`config.mk`:
```
export PLATFORM = sky130hd
export DESIGN_NAME = flow_stat_updater
export DESIGN_NICKNAME = d
export VERILOG_FILES = /design/src/rtl/flow_stat_updater.sv
export SDC_FILE = /design/constraint.sdc
export NUM_CORES = 1
export LEC_CHECK = 0
export BUFFER_PORTS_ARGS = -buffer_cell sky130_fd_sc_hd__buf_2
export CORE_MARGIN = 2
export CORE_UTILIZATION = 30
export CTS_CLUSTER_DIAMETER = 100
export DETAILED_ROUTE_END_ITERATION = 16
export PLACE_DENSITY = 0.45
export SLEW_MARGIN = 15
export SYNTH_ARGS = -nofsm -noshare
export SYNTH_HDL_FRONTEND = slang
export SYNTH_SLANG_ARGS = --single-unit
```
`constraint.sdc`:
```
create_clock -name clk -period 6.1 [get_ports clk]
set_input_delay 1.22 -clock clk [delete_from_list [all_inputs] [get_ports clk]]
set_output_delay 1.22 -clock clk [all_outputs]
set_load 0.1 [all_outputs]
```
`src/rtl/flow_stat_updater.sv`:
```
// Per-flow statistics read-modify-write engine: reads a flow word, adds one packet
// and the packet length with saturation, and writes it back; stalls on address hazards.
`ifndef FLOW_RAM_ADDR_WIDTH
`define FLOW_RAM_ADDR_WIDTH 19
`endif
`ifndef FLOW_RAM_WORD_WIDTH
`define FLOW_RAM_WORD_WIDTH 72
`endif

module flow_stat_updater #(
  parameter int ADDR_W      = `FLOW_RAM_ADDR_WIDTH,
  parameter int WORD_W      = `FLOW_RAM_WORD_WIDTH,
  parameter int LEN_W       = 16,
  parameter int MAX_PENDING = 4
) (
  input  logic              clk,
  input  logic              reset_n,
  input  logic              upd_valid,
  output logic              upd_ready,
  input  logic [ADDR_W-1:0] upd_addr,
  input  logic [LEN_W-1:0]  upd_len,
  input  logic              upd_clear,
  output logic              read_en,
  output logic [ADDR_W-1:0] read_addr,
  input  logic              read_ready,
  input  logic [WORD_W-1:0] read_data,
  input  logic              read_data_new,
  output logic              write_en,
  output logic [ADDR_W-1:0] write_addr,
  output logic [WORD_W-1:0] write_data,
  input  logic              write_ready,
  output logic              busy,
  output logic              sat_pulse,
  output logic              err_underflow
);
  localparam int PW = $clog2(MAX_PENDING);
  localparam int CW = PW + 1;
  localparam int BW = WORD_W - 32;

  logic [ADDR_W-1:0] r_pq_addr [MAX_PENDING];
  logic [LEN_W-1:0]  r_pq_len  [MAX_PENDING];
  logic              r_pq_clr  [MAX_PENDING];
  logic [PW-1:0]     r_pq_rd, r_pq_wr;
  logic [CW-1:0]     r_pq_cnt;

  logic [ADDR_W-1:0] r_wq_addr [MAX_PENDING];
  logic [WORD_W-1:0] r_wq_data [MAX_PENDING];
  logic [PW-1:0]     r_wq_rd, r_wq_wr;
  logic [CW-1:0]     r_wq_cnt;

  logic r_oor, r_sat, r_err;

  logic [MAX_PENDING-1:0] w_pq_hit, w_wq_hit;
  logic                   w_hazard;
  logic [CW:0]            w_occ;
  logic                   w_acc, w_ret, w_wpop;
  logic [32:0]            w_psum;
  logic [BW:0]            w_bsum;
  logic                   w_clr, w_clip_p, w_clip_b, w_sat_now;
  logic [WORD_W-1:0]      w_new;

  // An entry slot is live when its distance from the read pointer is below the count.
  for (genvar g = 0; g < MAX_PENDING; g++) begin : g_hit
    logic [PW-1:0] w_poff, w_woff;
    assign w_poff      = PW'(g) - r_pq_rd;
    assign w_woff      = PW'(g) - r_wq_rd;
    assign w_pq_hit[g] = ({1'b0, w_poff} < r_pq_cnt) && (r_pq_addr[g] == upd_addr);
    assign w_wq_hit[g] = ({1'b0, w_woff} < r_wq_cnt) && (r_wq_addr[g] == upd_addr);
  end

  assign w_hazard  = |{w_pq_hit, w_wq_hit};
  assign w_occ     = {1'b0, r_pq_cnt} + {1'b0, r_wq_cnt};
  assign upd_ready = r_oor & reset_n & read_ready & (w_occ < (CW+1)'(MAX_PENDING)) & ~w_hazard;
  assign w_acc     = upd_valid & upd_ready;
  assign read_en   = w_acc;
  assign read_addr = upd_addr;

  assign w_ret  = read_data_new & (r_pq_cnt != '0);
  assign w_wpop = (r_wq_cnt != '0) & write_ready;

  assign w_clr    = r_pq_clr[r_pq_rd];
  assign w_psum   = {1'b0, read_data[31:0]} + 33'd1;
  assign w_bsum   = {1'b0, read_data[WORD_W-1:32]} + (BW+1)'(r_pq_len[r_pq_rd]);
  assign w_clip_p = w_psum[32];
  assign w_clip_b = w_bsum[BW];

  // A clear still consumes its read response so responses stay aligned with requests.
  always_comb begin
    w_new = '0;
    if (w_clr) begin
      w_new = {BW'(r_pq_len[r_pq_rd]), 32'd1};
    end else begin
      w_new[31:0]       = w_clip_p ? '1 : w_psum[31:0];
      w_new[WORD_W-1:32] = w_clip_b ? '1 : w_bsum[BW-1:0];
    end
  end

  assign w_sat_now = w_ret & ~w_clr & (w_clip_p | w_clip_b);

  always_ff @(posedge clk) begin
    if (!reset_n) begin
      r_pq_rd  <= '0;
      r_pq_wr  <= '0;
      r_pq_cnt <= '0;
      r_wq_rd  <= '0;
      r_wq_wr  <= '0;
      r_wq_cnt <= '0;
      r_oor    <= 1'b0;
      r_sat    <= 1'b0;
      r_err    <= 1'b0;
    end else begin
      r_oor <= 1'b1;
      r_sat <= w_sat_now;
      if (read_data_new && (r_pq_cnt == '0)) r_err <= 1'b1;
      if (w_acc)  r_pq_wr <= r_pq_wr + 1'b1;
      if (w_ret)  r_pq_rd <= r_pq_rd + 1'b1;
      if (w_ret)  r_wq_wr <= r_wq_wr + 1'b1;
      if (w_wpop) r_wq_rd <= r_wq_rd + 1'b1;
      r_pq_cnt <= r_pq_cnt + CW'(w_acc) - CW'(w_ret);
      r_wq_cnt <= r_wq_cnt + CW'(w_ret) - CW'(w_wpop);
    end
  end

  always_ff @(posedge clk) begin
    if (w_acc) begin
      r_pq_addr[r_pq_wr] <= upd_addr;
      r_pq_len[r_pq_wr]  <= upd_len;
      r_pq_clr[r_pq_wr]  <= upd_clear;
    end
    if (w_ret) begin
      r_wq_addr[r_wq_wr] <= r_pq_addr[r_pq_rd];
      r_wq_data[r_wq_wr] <= w_new;
    end
  end

  assign write_en      = (r_wq_cnt != '0);
  assign write_addr    = r_wq_addr[r_wq_rd];
  assign write_data    = r_wq_data[r_wq_rd];
  assign busy          = (r_pq_cnt != '0) | (r_wq_cnt != '0);
  assign sat_pulse     = r_sat;
  assign err_underflow = r_err;

endmodule

```
Word level (Yosys, flattened, before mapping)
Memory sizes are Yosys's and may differ from the RTL's. A register that Yosys moved wholly into a read port is not among the register bits. Index checks and enable logic that the tools add are counted.

Word-level logic and storage cells: 94. Bits in registers: 17. Memory bits (writable): 508. Output and inout port bits: 116. Input bits: 114. Memories kept: 5.

Add/sub/neg operators: 19. Reduce and logical (&&, ||, !) cells: 13. Muxes and demuxes: 18. Magnitude comparators: 9. Bitwise logic cells: 13. Eq/ne operators: 8.

Memory list: r_wq_data (depth 4, width 72, read ports 1, clocked after memory_dff 1, wr ports 1, line 47) `logic [WORD_W-1:0] r_wq_data [MAX_PENDING];`; r_pq_addr (depth 4, width 19, read ports 5, clocked after memory_dff 1, wr ports 1, line 40) `logic [ADDR_W-1:0] r_pq_addr [MAX_PENDING];`; r_wq_addr (depth 4, width 19, read ports 5, clocked after memory_dff 1, wr ports 1, line 46) `logic [ADDR_W-1:0] r_wq_addr [MAX_PENDING];`; r_pq_len (depth 4, width 16, read ports 1, clocked after memory_dff 1, wr ports 1, line 41) `logic [LEN_W-1:0] r_pq_len [MAX_PENDING];`; r_pq_clr (depth 4, width 1, read ports 1, clocked after memory_dff 1, wr ports 1, line 42) `logic r_pq_clr [MAX_PENDING];`.

Operators by type and width (number): 19-bit equality test (8); 72-bit two-way mux (1); 40-bit by 16-bit adder with 41-bit output (1); 40-bit two-way mux (1); 32-bit by 1-bit adder with 33-bit output (second input constant) (1); 32-bit two-way mux (1); 2-bit by 3-bit < comparator with 1-bit output (8); 2-bit two-way mux (10); 1-bit bitwise AND (9); 1-bit logical AND (9); 2-bit by 1-bit adder with 2-bit output (second input constant) (4); 8-bit OR reduction (1); 1-bit by 2-bit subtractor with 2-bit output (first input constant) (4); 2-bit subtractor (first input constant) (4); 3-bit by 1-bit adder with 3-bit output (2); 3-bit nonzero test (2); 3-bit by 1-bit subtractor with 3-bit output (2); 1-bit two-way mux (5); 3-bit by 3-bit adder with 4-bit output (1); 4-bit by 3-bit < comparator with 1-bit output (second input constant) (1); 3-bit logical NOT (1); 1-bit NOT (2); 1-bit bitwise OR (2).

Depth between registers and ports, before layout
Depth after elaboration: 9. Mapped depth: 15. Gate-level depth less buffers: 14.

Worst setup path before layout
No wires, ideal clock.

Path type: input -> register. From: input upd_addr[2]. To: memory r_pq_addr[0][0] in the netlist's numbering (enable). Stages on the path: 9. Data required time: 5.703 ns. Slack: 1.380 ns. Setup time: 0.397 ns. Data arrival time: 4.323 ns. Cell sequence: buf_2 xor2_1 nor3_1 o2111ai_1 nor3_1 nor4_1 and4_1 clkbuf_1 and2_1.

Cells in the longest elaborated chain, start to end: 8. Elaborated cells on any way between the ends: 22. Those cells by class: 8 x eq/ne; 2 x mux; 3 x bitwise; 9 x reduce/logical.

RTL lines: start: declaration (line 20) `input logic [ADDR_W-1:0] upd_addr,`; 19-bit equality test, on equally long branches (line 67, 68); 1-bit logical AND, on equally long branches (line 67, 68); 8-bit OR reduction * (line 71) `assign w_hazard = |{w_pq_hit, w_wq_hit};`; 1-bit NOT * (line 73) `assign upd_ready = r_oor & reset_n & read_ready & (w_occ < (CW+1)'(MAX_PENDING)) & ~w_hazard;`; 1-bit bitwise AND * (line 73); 1-bit bitwise AND * (line 74) `assign w_acc = upd_valid & upd_ready;`; via read_en (line 23) `output logic read_en,`; 1-bit two-way mux * (line 125) `if (w_acc) begin`; 1-bit two-way mux (implied by the code) * (line 126) `r_pq_addr[r_pq_wr] <= upd_addr;`; end: declaration (line 40).

Mark *: on every way through the listed nets, which the timed path passes. The rest lies on a longest branch.

Worst setup path in the final report
From: input upd_addr[16]. To: output read_en.

Cells in the longest elaborated chain, start to end: 6. Elaborated cells on any way between the ends: 20. Those cells by class: 8 x eq/ne; 3 x bitwise; 9 x reduce/logical.

RTL lines (line): 19-bit equality test, on equally long branches (67, 68); 1-bit logical AND, on equally long branches (67, 68); 8-bit OR reduction * (71); 1-bit NOT * (73); 1-bit bitwise AND * (73); 1-bit bitwise AND * (74); end: declaration (23).

Mark *: on every way between the ends. The rest lies on a longest branch, timed or not.

==> summary.txt <==
Floorplanning
  – Core Area: 79,000 sq um
  – Ports: 230
  – Placement Rows: 103
  – Initial Utilization: 30.3%
  – Die H: 286 microns
  – Die area: 82,000 sq um
  – Die width: 286 microns

Route
  – Total number of vias: 13,600
  – Vias per inst: 4.93
  – Router iterations before antenna repair: 5
  – Final ANT Viol Nets: 0
  – Routed wire length: 67,000 microns
  – 1st-iter DRT viols: 914
  – DRC: 0
  – Wire per inst: 24.4 microns

Synth
  – Synth cell count leaders: edfxtp_1 (508), mux4_2 (126), xor2_1 (111)
  – Most frequent cell after synthesis: edfxtp_1
  – Area leader, netlist: edfxtp_1
  – Area of the mapped netlist: 23,900 sq um
  – Post-synthesis register bit count: 529
  – Synth Flop Type: edfxtp_1
  – Share of the yosys chip area belonging to registers: 65.5%
  – Post-synth EDFFs: 508
  – Top post-synthesis cells by area: edfxtp_1 (64%), mux4_2 (12%), xor2_1 (4.1%)
  – Post-synthesis net count: 1,574
  – Yosys cell types: 70
  – Asr flop ratio synth: 0%
  – Post-Syn Instances: 1,418
  – Synth top area share: 63.8%
  – Ys Warns: 0
  – Syn_area_per_cell: 16.9 sq um

Pwr
  – Peak VDD IR: 0.319 mV
  – Switching Share: 42.6%
  – Pint: 8.38 mW
  – Part of the power in registers: 34.0%
  – PwrDens: 517 nW/um^2
  – Cell leakage power: 9.28 nW
  – Clock network fraction of design power: 26.1%
  – Combinational share of power: 39.9%
  – Sw Pwr: 6.23 mW

Worst setup path
  – Worst Path Max Fanout: 13
  – WP data arrival: 3.73 ns
  – Reg2reg end: r_wq_data[0][62]$_DFFE_PP_
  – CP Class: in -> out
  – Worst setup path startpoint: upd_addr[16]
  – Crit start category: input port
  – Data required, critical path: 4.88 ns
  – R2R depth: 9
  – CP Capture Type: output port
  – R2r setup slk: 1.40 ns
  – Setup crit end: read_en

Placement
  – Post-place instance area: 26,100 sq um
  – Global placer's final weighted congestion: 0.861
  – PortBufs: 229
  – HPWL after DPL: 45,200 microns

CTS
  – H-Tree Depth: 2
  – Clock sinks: 529
  – Clk buf depth: 3
  – Clock root cell: clkbuf_16
  – Hold-fix buffers, CTS: 0
  – Post-cts sizing count: 0
  – Total CTS buffers: 60
  – Post-CTS setup buffer count: 0
  – CTS tree: built
  – Clock Pin Slew Worst Setup and Hold Paths: 0.05 ns
  – Worst-Skew Late Latency: 0.64 ns

STA
  – Max-slew violation count: 0
  – Final hold vios: 0
  – Rel. slew slack: 32.6%
  – RSZ-0062 raised after global routing: false
  – Worst Skew: 0.0384 ns
  – Fin Setup TNS: 0 ns
  – Post-route clock period utilization: 81.2%
  – Least-Margin Pin Slew: 1.01 ns
  – Period minus WS final: 4.95 ns
  – Final setup vio count: 0
  – F_max: 202 MHz

Final layout
  – Area Growth Syn to Fin: 18.1%
  – Proportion of layout cells with a drive suffix above 1: 30.4%
  – Design Area, Final: 28,200 sq um
  – Nets: 1,800

Flow run
  – Max cap viols: 0

GRT
  – First-pass GRT wire length: 97,200 microns
  – Vias in the first global route: 13,900
  – Initial antenna violation count: 10
  – Overflow after GRT: 0
  – Largest net degree at the start of global routing: 52
  – Gr usage total: 16.2%

Min path
  – Hold WC Path Type: reg -> reg

Run status
  – Status: completed
==> through the flow <==
stage | total power [mW] | worst slack (ns) | instances | utilization [%] | hold WS (ns)
after global placement | 10.9 | 1.17 | 2632 | 33.1 | 0.473
after detailed placement | 11.0 | 1.16 | 2632 | 33.1 | 0.487
after floorplan | 9.61 | 1.38 | 1418 | - | 0.468
after CTS | 14.8 | 1.18 | 2743 | 35.7 | 0.505
after global routing | 15.2 | 0.910 | 2750 | 35.7 | 0.539
final | 14.6 | 1.15 | 2750 | 35.7 | 0.499
==> critical path, stage by stage <==
cell and delay (ns):
buf_2 0.28, xor2_1 0.43, nor3_1 0.16, o2111ai_1 0.15, nor3_1 0.09, nor3_1 0.40
and4_1 0.49, buf_2 0.50
==> sequential cells by signal, indices dropped and copies added (netlist names), 2 cells and up, named ones only <==
signal and flops:
r_pq_rd 2, r_wq_addr 76, r_pq_len 64, r_pq_cnt 3, r_wq_rd 2, r_wq_wr 2, r_pq_clr 4, r_pq_addr 76
r_wq_data 288, r_wq_cnt 3, r_pq_wr 2
==> how the worst min path moves through the flow <==
stage,depth (start not counted),end,start,slack [ns]
2_1_floorplan,2,r_pq_wr[1]$_SDFFE_PN0P_,r_pq_wr[1]$_SDFFE_PN0P_,0.47
3_3_place_gp,2,err_underflow$_SDFFE_PN0P_,err_underflow$_SDFFE_PN0P_,0.47
3_5_place_dp,2,err_underflow$_SDFFE_PN0P_,err_underflow$_SDFFE_PN0P_,0.49
4_1_cts,2,err_underflow$_SDFFE_PN0P_,err_underflow$_SDFFE_PN0P_,0.50
5_1_grt,2,r_pq_wr[0]$_SDFFE_PN0P_,r_pq_wr[0]$_SDFFE_PN0P_,0.54
6_report,2,err_underflow$_SDFFE_PN0P_,err_underflow$_SDFFE_PN0P_,0.50
==> power by group through the flow <==
stage | logic [mW] | clock network, mW | registers, mW
after floorplan | 4.73 | 0 | 4.88
after global placement | 5.87 | 0 | 5.05
after detailed placement | 5.89 | 0 | 5.06
after CTS | 5.91 | 3.92 | 4.99
after global routing | 6.13 | 4.06 | 5.03
final | 5.83 | 3.81 | 4.97
==> layer usage <==
metal	GRT usage [%]	part of all wire (%)	routed length, microns	vias to the layer above
met3	3.20	5.0	3380	102
met2	26.7	48	32500	363
met4	4.82	2.3	1550	6
met1	21.7	44	29600	7060
li1	-	-	-	6028
met5	0	0.052	35	-
==> layout make-up <==
cell class / count / area, sq um
diodes: 7 / 17.5
clock buffers: 78 / 1600
clock inverters: 33 / 499
fillers: 7532 / 50800
inverters: 24 / 90.1
multi-input cells: 777 / 7690
flip-flops and latches: 529 / 15700
well taps: 1050 / 1310
repair buffers: 252 / 1340
==> kinds of logic (layout without fill, tap and decap cells) <==
logic type | Yosys count | count (layout) | share of synthesized area (%)
AO/OA/AOI/OAI | 150 | 150 | 4.27
XOR/XNOR | 207 | 207 | 7.58
adder cells (fa/ha/maj) | 42 | 42 | 2.29
buffers and inverters | 112 | 387 | 2.43
flip-flops | 529 | 529 | 65.5
multiplexers | 133 | 133 | 12.2
other | 0 | 7 | 0
AND/OR/NAND/NOR | 245 | 245 | 5.72
==> placed cells by master (no fill, tap or decap), types with 13 or more instances in the layout <==
cell type,count
xnor2_1,96
nand2_1,39
nor2_1,43
and2_1,13
buf_2,229
a21oi_1,69
and3_1,14
clkbuf_1,16
mux4_2,126
ha_1,39
nor3_1,28
dfxtp_1,17
xor2_1,111
clkbuf_16,61
nand4_1,22
edfxtp_1,508
nor4_1,18
inv_1,24
nand3_1,19
buf_4,21
(Power assumes the default switching activity.)
